$ cat src/rtl/sw_debouncer_pkg.sv
// Shared definitions for the slide-switch debouncer.
//   - 3-bit debounce FSM state encodings. Bit 2 is set exactly in the states
//     where the debounced level is 1 (ONE, W0_1..W0_3), so the level decode is
//     a single bit.
//   - Default tick counter width (2^19 cycles is ~10.5 ms at 50 MHz).
//   - Helper that maps a state onto its debounced level.
package sw_debouncer_pkg;

  typedef logic [2:0] db_state_t;

  localparam logic [2:0] ST_ZERO = 3'd0;
  localparam logic [2:0] ST_W1_1 = 3'd1;
  localparam logic [2:0] ST_W1_2 = 3'd2;
  localparam logic [2:0] ST_W1_3 = 3'd3;
  localparam logic [2:0] ST_ONE  = 3'd4;
  localparam logic [2:0] ST_W0_1 = 3'd5;
  localparam logic [2:0] ST_W0_2 = 3'd6;
  localparam logic [2:0] ST_W0_3 = 3'd7;

  localparam int TICK_W_DEFAULT = 19;

  // Debounced level held while the FSM sits in the given state.
  function automatic logic level_of(input db_state_t st);
    return st[2];
  endfunction

endpackage

$ cat src/rtl/sw_debouncer_db_fsm.sv
// Per-channel debounce FSM.
//   clk   in  rising-edge clock
//   reset in  synchronous active-high reset, returns the FSM to ZERO
//   s     in  synchronized switch level
//   tick  in  shared qualification tick, one cycle every P clocks
//   db    out registered debounced level (follows the pulses by one cycle)
//   rise  out registered 1-cycle pulse on the ZERO-side -> ONE transition
//   fall  out registered 1-cycle pulse on the ONE-side -> ZERO transition
// A level change is accepted only after the new value has been seen
// continuously across three ticks; any reversal drops back to the old
// stable state and qualification starts over.
module sw_debouncer_db_fsm
  import sw_debouncer_pkg::*;
(
  input  logic clk,
  input  logic reset,
  input  logic s,
  input  logic tick,
  output logic db,
  output logic rise,
  output logic fall
);

  db_state_t state_reg, state_next;
  logic      db_reg;
  logic      rise_reg, rise_next;
  logic      fall_reg, fall_next;

  // A reversal of s is tested before tick in every waiting state, so a
  // reversal coinciding with a tick never advances the FSM.
  always_comb begin
    state_next = state_reg;
    rise_next  = 1'b0;
    fall_next  = 1'b0;
    case (state_reg)
      ST_ZERO: begin
        if (s) state_next = ST_W1_1;
      end
      ST_W1_1, ST_W1_2: begin
        if (!s)        state_next = ST_ZERO;
        else if (tick) state_next = state_reg + 3'd1;
      end
      ST_W1_3: begin
        if (!s) begin
          state_next = ST_ZERO;
        end else if (tick) begin
          state_next = ST_ONE;
          rise_next  = 1'b1;
        end
      end
      ST_ONE: begin
        if (!s) state_next = ST_W0_1;
      end
      ST_W0_1, ST_W0_2: begin
        if (s)         state_next = ST_ONE;
        else if (tick) state_next = state_reg + 3'd1;
      end
      ST_W0_3: begin
        if (s) begin
          state_next = ST_ONE;
        end else if (tick) begin
          state_next = ST_ZERO;
          fall_next  = 1'b1;
        end
      end
      default: state_next = ST_ZERO;
    endcase
  end

  always_ff @(posedge clk) begin
    if (reset) begin
      state_reg <= ST_ZERO;
      db_reg    <= 1'b0;
      rise_reg  <= 1'b0;
      fall_reg  <= 1'b0;
    end else begin
      state_reg <= state_next;
      // Decoded from the current state, so db moves one cycle after the pulse.
      db_reg    <= level_of(state_reg);
      rise_reg  <= rise_next;
      fall_reg  <= fall_next;
    end
  end

  assign db   = db_reg;
  assign rise = rise_reg;
  assign fall = fall_reg;

endmodule

$ cat src/rtl/sw_debouncer.sv
// Slide-switch conditioner in front of the rotating-square core.
//   clk     in  rising-edge system clock
//   reset   in  synchronous active-high reset
//   sw_raw  in  [N] asynchronous raw switch pins
//   sw_db   out [N] debounced levels (sw_db[1] -> en, sw_db[0] -> cw)
//   sw_rise out [N] 1-cycle pulse when sw_db goes 0->1
//   sw_fall out [N] 1-cycle pulse when sw_db goes 1->0
//   tick    out shared qualification tick, 1 cycle every 2^TICK_W clocks
// Each channel gets a 2-flop synchronizer and its own debounce FSM; the only
// shared resource is the free-running tick counter.
module sw_debouncer
  import sw_debouncer_pkg::*;
#(
  parameter int N      = 2,
  parameter int TICK_W = TICK_W_DEFAULT
) (
  input  logic         clk,
  input  logic         reset,
  input  logic [N-1:0] sw_raw,
  output logic [N-1:0] sw_db,
  output logic [N-1:0] sw_rise,
  output logic [N-1:0] sw_fall,
  output logic         tick
);

  logic [N-1:0]      sync1_reg;
  logic [N-1:0]      sync2_reg;
  logic [TICK_W-1:0] tick_cnt_reg;

  // Two-stage synchronizer; the raw pins never reach the FSMs directly.
  always_ff @(posedge clk) begin
    if (reset) begin
      sync1_reg <= '0;
      sync2_reg <= '0;
    end else begin
      sync1_reg <= sw_raw;
      sync2_reg <= sync1_reg;
    end
  end

  // Free-running counter; wraps naturally at 2^TICK_W.
  always_ff @(posedge clk) begin
    if (reset) tick_cnt_reg <= '0;
    else       tick_cnt_reg <= tick_cnt_reg + 1'b1;
  end

  assign tick = &tick_cnt_reg;

  generate
    for (genvar gi = 0; gi < N; gi++) begin : gen_ch
      sw_debouncer_db_fsm u_fsm (
        .clk   (clk),
        .reset (reset),
        .s     (sync2_reg[gi]),
        .tick  (tick),
        .db    (sw_db[gi]),
        .rise  (sw_rise[gi]),
        .fall  (sw_fall[gi])
      );
    end
  endgenerate

endmodule

$ cat config.mk
export PLATFORM = sky130hd
export DESIGN_NAME = sw_debouncer
export DESIGN_NICKNAME = d
export VERILOG_FILES = /design/src/rtl/sw_debouncer_pkg.sv /design/src/rtl/sw_debouncer_db_fsm.sv /design/src/rtl/sw_debouncer.sv
export SDC_FILE = /design/constraint.sdc
export NUM_CORES = 1
export LEC_CHECK = 0
export CAP_MARGIN = 15
export CORE_MARGIN = 10
export CORE_UTILIZATION = 55
export CTS_BUF_LIST = sky130_fd_sc_hd__clkbuf_8
export DETAILED_ROUTE_END_ITERATION = 10
export PLACE_DENSITY = 0.9
export SLEW_MARGIN = 15
export SYNTH_ARGS = -nofsm -noshare
export SYNTH_HDL_FRONTEND = slang
export SYNTH_SLANG_ARGS = --single-unit
$ cat constraint.sdc
create_clock -name clk -period 1.8 [get_ports clk]
set_clock_uncertainty 0.1 [all_clocks]
set_input_delay 0.45 -clock clk [delete_from_list [all_inputs] [get_ports clk]]
set_output_delay 0.45 -clock clk [all_outputs]
set_load 0.005 [all_outputs]
Word-level counts from Yosys, hierarchy flattened
Index checks and enable logic that the tools add are counted.

Register bits: 35. Bits of input ports: 4. Output and inout port bits: 7. Word-level logic and storage cells: 74.

Add/subtract/negate cells: 3. Equality and inequality tests: 22. Mux-type cells: 19. Bitwise logic cells: 6. Reductions and logical operators: 13.

Operators with widths (count): $mux W3 (16); $pmux W3 S6 (2); $eq A3 B3 Y1 const B (8); $add A19 B1 Y19 const B (1); $reduce_and A19 Y1 (1); $eq A3 B2 Y1 const B (4); $ne A3 B3 Y1 const B (4); $reduce_or A3 Y1 (4); $ne A2 B2 Y1 const B (4); $reduce_and A4 Y1 (2); $reduce_or A2 Y1 (4); $add A3 B1 Y3 const B (2); $eq A3 B1 Y1 const B (2); $logic_not A3 Y1 (2); $not A1 Y1 (6); $mux W1 (1).

Logic depth before layout (Yosys ltp)
Gate-level depths: netlist (run 1).

Depth after elaboration: 4. Mapped depth: 7. Gate-level depth less buffers: 7.

Hierarchy
A second synthesis (run 1) with hierarchy kept.

Cell total of the unflattened synthesis: 193. Area total of the unflattened synthesis: 1868.0 um^2.

Modules (own cells, without submodules): sw_debouncer (times used 1, cells an instance 101, area each 992.2 um^2, seq. area each 460.4 um^2); sw_debouncer_db_fsm (times used 2, cells an instance 46, area each 437.9 um^2, seq. area each 120.1 um^2).

Worst setup path before layout (run 1)
No wires, ideal clock.

Path type: reg2out. From: reg tick_cnt_reg[0]. To: out tick. Arrival: 1.375 ns. Data required time: 1.250 ns. Slack: -0.125 ns. Stages on the path, launching flop included: 6. Path buffers: 0. Cell sequence: dfxtp_1 -> ha_1 -> nand4_2 -> nor3_4 -> nand2_1 -> inv_1.

Longest elaborated chain between the ends: 1.

RTL lines: from (decl) (line sw_debouncer.sv:28) `logic [TICK_W-1:0] tick_cnt_reg;`; from (signal assigned) (line sw_debouncer.sv:44) `else tick_cnt_reg <= tick_cnt_reg + 1'b1;`; $reduce_and A19 Y1 (line sw_debouncer.sv:47) `assign tick = &tick_cnt_reg;`; to (decl) (line sw_debouncer.sv:23) `output logic tick`.

Every way passes these cells.

Worst setup path in the final report (run 1)
Ends and elaborated chain as after synthesis.

==> reports/qor.yml, run 1 <==
drt:
  drt_iter0_markers: 151
  wire_per_inst_um: 14.7
  vias: 1618
  detail_route.drc_violations: 0
  wirelength_um: 4370
  first_pass_iters: 4
  drt-vias-per-instance: 5.45
  ant_nets: 0
logic_synthesis:
  synth.yosys.seq_area_share_pct: 38.3
  syn-mean-instance-area_um2: 8.84
  postSynth.asyncResetShare_pct: 0
  yosys.area.top_type_share_pct: 38.3
  synth_top_cells_by_area: "dfxtp_1 38%, ha_1 8.9%, xnor2_1 6.2%"
  yosys.area.top_type: "dfxtp_1"
  synth_edf_count: 0
  synth_cells: 207
  yosysWarnings: 0
  synth_most_common_cell: "dfxtp_1"
  yosys_most_used_dff: "dfxtp_1"
  synthTopCellsByCount: "35 x dfxtp_1, 29 x nor2_1, 13 x ha_1, 13 x xnor2_1, 12 x nand2_1"
  yosys.cell_types.count: 43
  flip_flop_and_latch_count_after_synthesis: 35
  synthesis.area_um2: 1830
  synthesis.nets: 224
cells_and_area:
  number_of_nets_at_the_end_of_the_flow: 269
  n_antenna_cell: 0
  largest_register_ffs: 19
  filler_free_cell_count_of_the_finished_design: 297
  combined_area_of_the_multi_input_logic_cells_um2: 1180
  finalInstanceArea_um2: 2490
  layout-drive-gt1-share_pct: 34.8
  fillerInstances: 184
  area.sequential_um2: 711
  synthToLayoutAreaGrowth_pct: 36.0
die:
  pin_count: 11
  floorplan.rows: 20
  effective_utilization_at_floorplan_pct: 58.5
  die_width_um: 77.7
  floorplan.die.height_um: 77.7
  placeableCoreArea_um2: 3130
  die_footprint_um2: 6030
status:
  outcome: "complete, but fails checks"
  violated_checks: "setup timing"
sta:
  layout_worst_path_cycle_share_pct: 104
  hold_slack_ns: 0.342
  final.min_clock_period_ns: 1.87
  hold_violations: 0
  worst_slack_ns: -0.0667
  final_setup_violation_count: 1
  max_slew_margin_pct: 75.6
  worst_pin_slew_ns: 0.365
  clock.fmax_mhz: 536
  timing.final.max_slew_violations: 0
  rsz_0062_raised_after_global_routing: "yes"
clock_tree:
  cts_hold_buffers: 0
  cts.sink_count: 35
  clock_insertion_delay_worst_skew_ns: 0.30
  cts_made_buffers: 5
  h-tree-depth: 2
  worst_setup_hold_path_clk_slew_ns: 0.07
  cts_buffer_depth: 2
  clock_root_cell: "clkbuf_8"
  clock_tree_from_tritoncts: "yes"
pwr:
  power_frac_comb_pct: 23.8
  netSwitchingPower_uw: 580
  power.share.clock_pct: 32.0
  vdd_ir_drop_max_uv: 545
  power_switching_share_pct: 29.6
  power.density_nw_per_um2: 786
  power_leakage_nw: 1.02
  sequential_power_share_pct: 44.2
  internal-power_mw: 1.38
setup_path:
  critPathLaunchType: "flop"
  timing_worst_setup_path_type: "reg2out"
  end_kind: "primary output"
  cp_data_required_time_ns: 1.25
  cp_data_arrival_time_ns: 1.32
  worst-path-max-fanout: 2
global_routing:
  grt_util_all_layers_pct: 13.8
  antenna_found_initial: 0
  vias_in_the_first_global_route: 1565
  grt_first_pass_wirelength_um: 6790
  grt_start_max_net_pins: 23
  grt.overflow.total: 0
placement:
  dp.cells: 282
  routabilityCongestion: 0.919
  port-buffer-count: 10
  postPlaceCellArea_um2: 2190
  place_hpwl_um: 2760
job:
  drv_cap: 0
hold_path:
  hold_path.class: "reg2reg"
## critical path, cell delays in order, from the launching register on
cell     delay, ns
dfxtp_2       0.35
ha_4          0.15
nand4_4       0.08
nor3_4        0.17
nand2_2       0.09
inv_2         0.08
buf_6         0.09
## final cells by class
type                       instances  area share (%)
multi-input combinational        149            47.4
timing repair buffer              50            16.1
tap                               44            2.21
sequential                        35            28.6
inverter                          11            1.66
clock inverter                     1           0.151
clock buffer                       7            3.87
## what timing repair did
item                                    in CTS  in global routing
hold endpoints to repair                     0                  0
endpoints found under the setup margin       1                  9
gates resized for setup                      7                 32
pin swaps                                    3                  7
setup buffers                                5                  4
## per-layer routing
metal  wire length [µm]  GRT usage (%)  part of all wire, %  vias to the layer above
met5                  0              0                    0                        -
met4                125           5.47                  2.9                        0
met3                211           5.53                  4.8                       15
met2               2270           24.0                   52                       45
met1               1760           14.6                   40                      766
li1                   -              -                    -                      792
## cell families after synthesis
kind of cell / count (synthesis) / synth area share (%)
compound gates: 31 / 10.9
flops: 35 / 38.3
xor+xnor: 19 / 9.10
fa+ha+maj: 13 / 8.89
buf+inv: 23 / 6.02
simple gates: 83 / 25.0
mux: 3 / 1.71
## through the flow
| step | worst slack (ns) | utilization, % | TNS (ns) | total power [mW] |
|---|---|---|---|---|
| finish | -0.0667 | 79.5 | -0.0667 | 1.96 |
| global route | -0.138 | 79.5 | -0.238 | 2.04 |
| CTS | -0.0371 | 74.6 | -0.0371 | 1.88 |
| detailed placement | -0.215 | 70.0 | -0.241 | 1.26 |
| global placement | -0.184 | 70.0 | -0.189 | 1.24 |
| floorplan | 0.0425 | - | 0 | 1.15 |
## cell usage in the layout (no fill, tap or decap), types with 2 or more instances in the layout
cell type and instances:
and4_2 2, clkdlybuf4s50_1 9, and3_1 4, nand3_1 8, clkbuf_8 7, buf_4 40, a31oi_1 2, o21ai_0 7
nor3_1 3, ha_1 3, nor4b_1 2, a2bb2oi_1 2, or2_2 2, xor2_1 6, nand2_1 11, and2_1 2
ha_4 5, ha_2 5, nor4_4 3, dfxtp_2 8, a21oi_1 7, o21a_1 2, xnor2_1 13, inv_1 10
dfxtp_1 27, nor2b_1 6, nor2_1 29, inv_2 2
## final timing paths
check	from	end	slack [ns]	depth (start not counted)
max	tick_cnt_reg[0]	tick	-0.07	6
min	sync1_reg[0]	sync2_reg[0]	0.34	1
max reg2reg	gen_ch[1].u_fsm.state_reg[0]	gen_ch[1].u_fsm.state_reg[0]	0.03	8
min reg2reg	sync1_reg[0]	sync2_reg[0]	0.34	1
## power groups by stage
stage                     clock network [mW]  registers, mW  logic, mW
after global placement                     0          0.872      0.368
after floorplan                            0          0.870      0.279
final                                  0.626          0.865      0.466
after global routing                   0.664          0.868      0.510
after detailed placement                   0          0.875      0.383
after CTS                              0.634          0.857      0.394
Power figures use the tool's default switching activity.
==> run 2: changes to the inputs <==
--- a/config.mk
+++ b/config.mk
@@ -7,10 +7,11 @@
 export LEC_CHECK = 0
 export CAP_MARGIN = 15
 export CORE_MARGIN = 10
-export CORE_UTILIZATION = 55
+export CORE_UTILIZATION = 33
 export CTS_BUF_LIST = sky130_fd_sc_hd__clkbuf_8
 export DETAILED_ROUTE_END_ITERATION = 10
-export PLACE_DENSITY = 0.9
+export DONT_BUFFER_PORTS = 1
+export PLACE_DENSITY = 0.6
 export SLEW_MARGIN = 15
 export SYNTH_ARGS = -nofsm -noshare
 export SYNTH_HDL_FRONTEND = slang
==> run 2 against run 1 <==
Clock power hardly changed. Clock-buffer cell count did not move. Combinational power decreased by 21%. Wire length down 14%. Non-clock buffer count decreased by 25. Flip-flop and latch count is the same. Global-route usage is 4.9 points lower. Hold slack lost 0.22 ns. Cell count grew 1.0%. Critical path type unchanged. Critical path depth down 1. Worst setup slack improved by 0.050 ns. The run still ends with setup timing left. First-iteration DRC count down 76%.
==> reports/qor.yml, run 2 (same netlist as run 1, synthesis figures left out) <==
sta:
  worst_pin_slew_ns: 0.336  # -0.0289 ns
  final_setup_violation_count: 1  # unchanged
  max_slew_margin_pct: 77.6  # +1.9 points
  hold_violations: 0  # unchanged
  worst_slack_ns: -0.0163  # +0.0504 ns
  clock.fmax_mhz: 551  # +2.8%
  final.min_clock_period_ns: 1.82  # -0.0504 ns
  timing.final.max_slew_violations: 0  # unchanged
  rsz_0062_raised_after_global_routing: "yes"
  layout_worst_path_cycle_share_pct: 101  # -2.8 points
global_routing:
  vias_in_the_first_global_route: 1481  # -5.4%
  antenna_found_initial: 0  # unchanged
  grt.overflow.total: 0  # unchanged
  grt_start_max_net_pins: 37  # +61%
  grt_first_pass_wirelength_um: 6510  # -4.2%
  grt_util_all_layers_pct: 8.91  # -4.9 points
placement:
  routabilityCongestion: 0.835  # -9.2%
  place_hpwl_um: 2550  # -7.8%
  port-buffer-count: 0  # -10
clock_tree:
  cts_hold_buffers: 0  # unchanged
  worst_setup_hold_path_clk_slew_ns: 0.07  # about the same
  cts.sink_count: 35  # unchanged
  clock_tree_from_tritoncts: "yes"
  clock_insertion_delay_worst_skew_ns: 0.29  # about the same
  cts_buffer_depth: 2  # unchanged
  cts_made_buffers: 5  # unchanged
  clock_root_cell: "clkbuf_8"
  h-tree-depth: 2  # unchanged
cells_and_area:
  largest_register_ffs: 19  # unchanged
  most-common-layout-cells: "28 x nor2_1, 26 x dfxtp_1, 25 x buf_4"
  final_common_cell: "nor2_1"
  layout-drive-gt1-share_pct: 30.7  # -4.1 points
  synthToLayoutAreaGrowth_pct: 24.8
  final_core_utilization_pct: 42.0  # -38 points
  n_antenna_cell: 0  # unchanged
  fillerInstances: 528  # +190%
  area.sequential_um2: 712  # +0.18%
  combined_area_of_the_multi_input_logic_cells_um2: 1150  # -2.4%
  number_of_nets_at_the_end_of_the_flow: 244  # -9.3%
drt:
  wire_per_inst_um: 12.5  # -15%
  vias: 1416  # -12%
  ant_nets: 0  # unchanged
  first_pass_iters: 4  # unchanged
  drt-vias-per-instance: 4.72  # -13%
  detail_route.drc_violations: 0  # unchanged
  drt_iter0_markers: 36  # -76%
  wirelength_um: 3750  # -14%
setup_path:
  timing_worst_setup_path_type: "reg2out"
  depth_of_the_worst_register_to_register_path: 6  # -2
  end_kind: "primary output"
  r2r_path_start: "gen_ch[0].u_fsm.state_reg[0]"
  cp_data_required_time_ns: 1.25  # about the same
  regToRegEndpoint: "gen_ch[0].u_fsm.state_reg[2]"
  cp_data_arrival_time_ns: 1.27  # -0.05 ns
  critPathLaunchType: "flop"
  worst-path-max-fanout: 5  # +3
  setup.reg_to_reg.worst_slack_ns: 0.07  # +0.04 ns
die:
  floorplan.rows: 27  # +35%
  effective_utilization_at_floorplan_pct: 33.6  # -25 points
  placeableCoreArea_um2: 5440  # +74%
  pin_count: 11  # unchanged
  floorplan.die.height_um: 94.5  # +22%
  die_footprint_um2: 8920  # +48%
  die_width_um: 94.5  # +22%
hold_path:
  hold_path.class: "in2reg"
  number_of_cells_traversed_by_the_worst_hold_path: 1  # unchanged
  critical_hold_path_startpoint: "reset"
  min_delay_worst_endpoint: "gen_ch[1].u_fsm.state_reg[0]"
job:
  drv_cap: 0  # unchanged
status:
  violated_checks: "setup timing"
  outcome: "complete, but fails checks"
pwr:
  power.density_nw_per_um2: 815  # +3.6%
  power_leakage_nw: 0.895  # -12%
  totalPowerFinal_mw: 1.86  # -4.9%
  vdd_ir_drop_max_uv: 289  # -47%
[run 2: per-layer routing]
layer	up-vias	GRT usage, %	part of all wire [%]
met4	0	3.99	1.3
met3	5	3.01	5.2
met1	655	10.3	47
met2	19	14.6	46
met5	-	0	0
li1	737	-	-
[run 2: stage by stage]
| stage | instance area (µm²) | TNS, ns | instances | setup slack, ns | hold slack (ns) |
|---|---|---|---|---|---|
| floorplan | 1860 | 0 | 207 | 0.0425 | 0.314 |
| global placement | 2040 | -0.0261 | 289 | -0.0261 | 0.319 |
| detailed placement | 2040 | -0.0165 | 289 | -0.0165 | 0.330 |
| CTS | 2190 | -0.0492 | 300 | -0.0492 | 0.112 |
| global route | 2280 | -0.135 | 300 | -0.0851 | 0.104 |
| finish | 2280 | -0.0163 | 300 | -0.0163 | 0.125 |
[run 2: what timing repair did]
| item | in CTS | in global routing |
|---|---|---|
| resized for setup | 10 | 21 |
| setup endpoints to repair | 2 | 6 |
| buffers inserted | 3 | 0 |
| pin swaps | 4 | 4 |
[run 2: worst max-delay path, cell delays in order, from the launching register on]
cell and delay (ns):
dfxtp_2 0.37, ha_4 0.17, nand4_4 0.09, nor3_4 0.17, nand2_2 0.10, inv_4 0.09
[run 2: how the worst max path moves through the flow]
stage / start / end / slack, ns / cells after the start
6_report: tick_cnt_reg[1] / tick / -0.02 / 5
3_3_place_gp: gen_ch[0].u_fsm.state_reg[0] / gen_ch[0].u_fsm.state_reg[2] / -0.03 / 6
3_5_place_dp: gen_ch[0].u_fsm.state_reg[0] / gen_ch[0].u_fsm.state_reg[2] / -0.02 / 6
5_1_grt: tick_cnt_reg[1] / tick / -0.09 / 5
2_1_floorplan: tick_cnt_reg[0] / tick / 0.04 / 5
4_1_cts: tick_cnt_reg[13] / tick / -0.05 / 4
[run 2: layout make-up]
cell class | count | share of cell area [%]
flip-flops and latches | 35 | 31.2
inverters | 11 | 1.92
clock inverters | 1 | 0.164
multi-input cells | 149 | 50.4
well taps | 72 | 3.95
clock buffers | 7 | 4.22
repair buffers | 25 | 8.22
[run 2: report_power, final]
part	internal, mW	total (mW)	switching [mW]
Combinational	0.175	0.366	0.191
Clock	0.344	0.628	0.284
Sequential	0.821	0.867	0.0461
Total	1.34	1.86	0.521
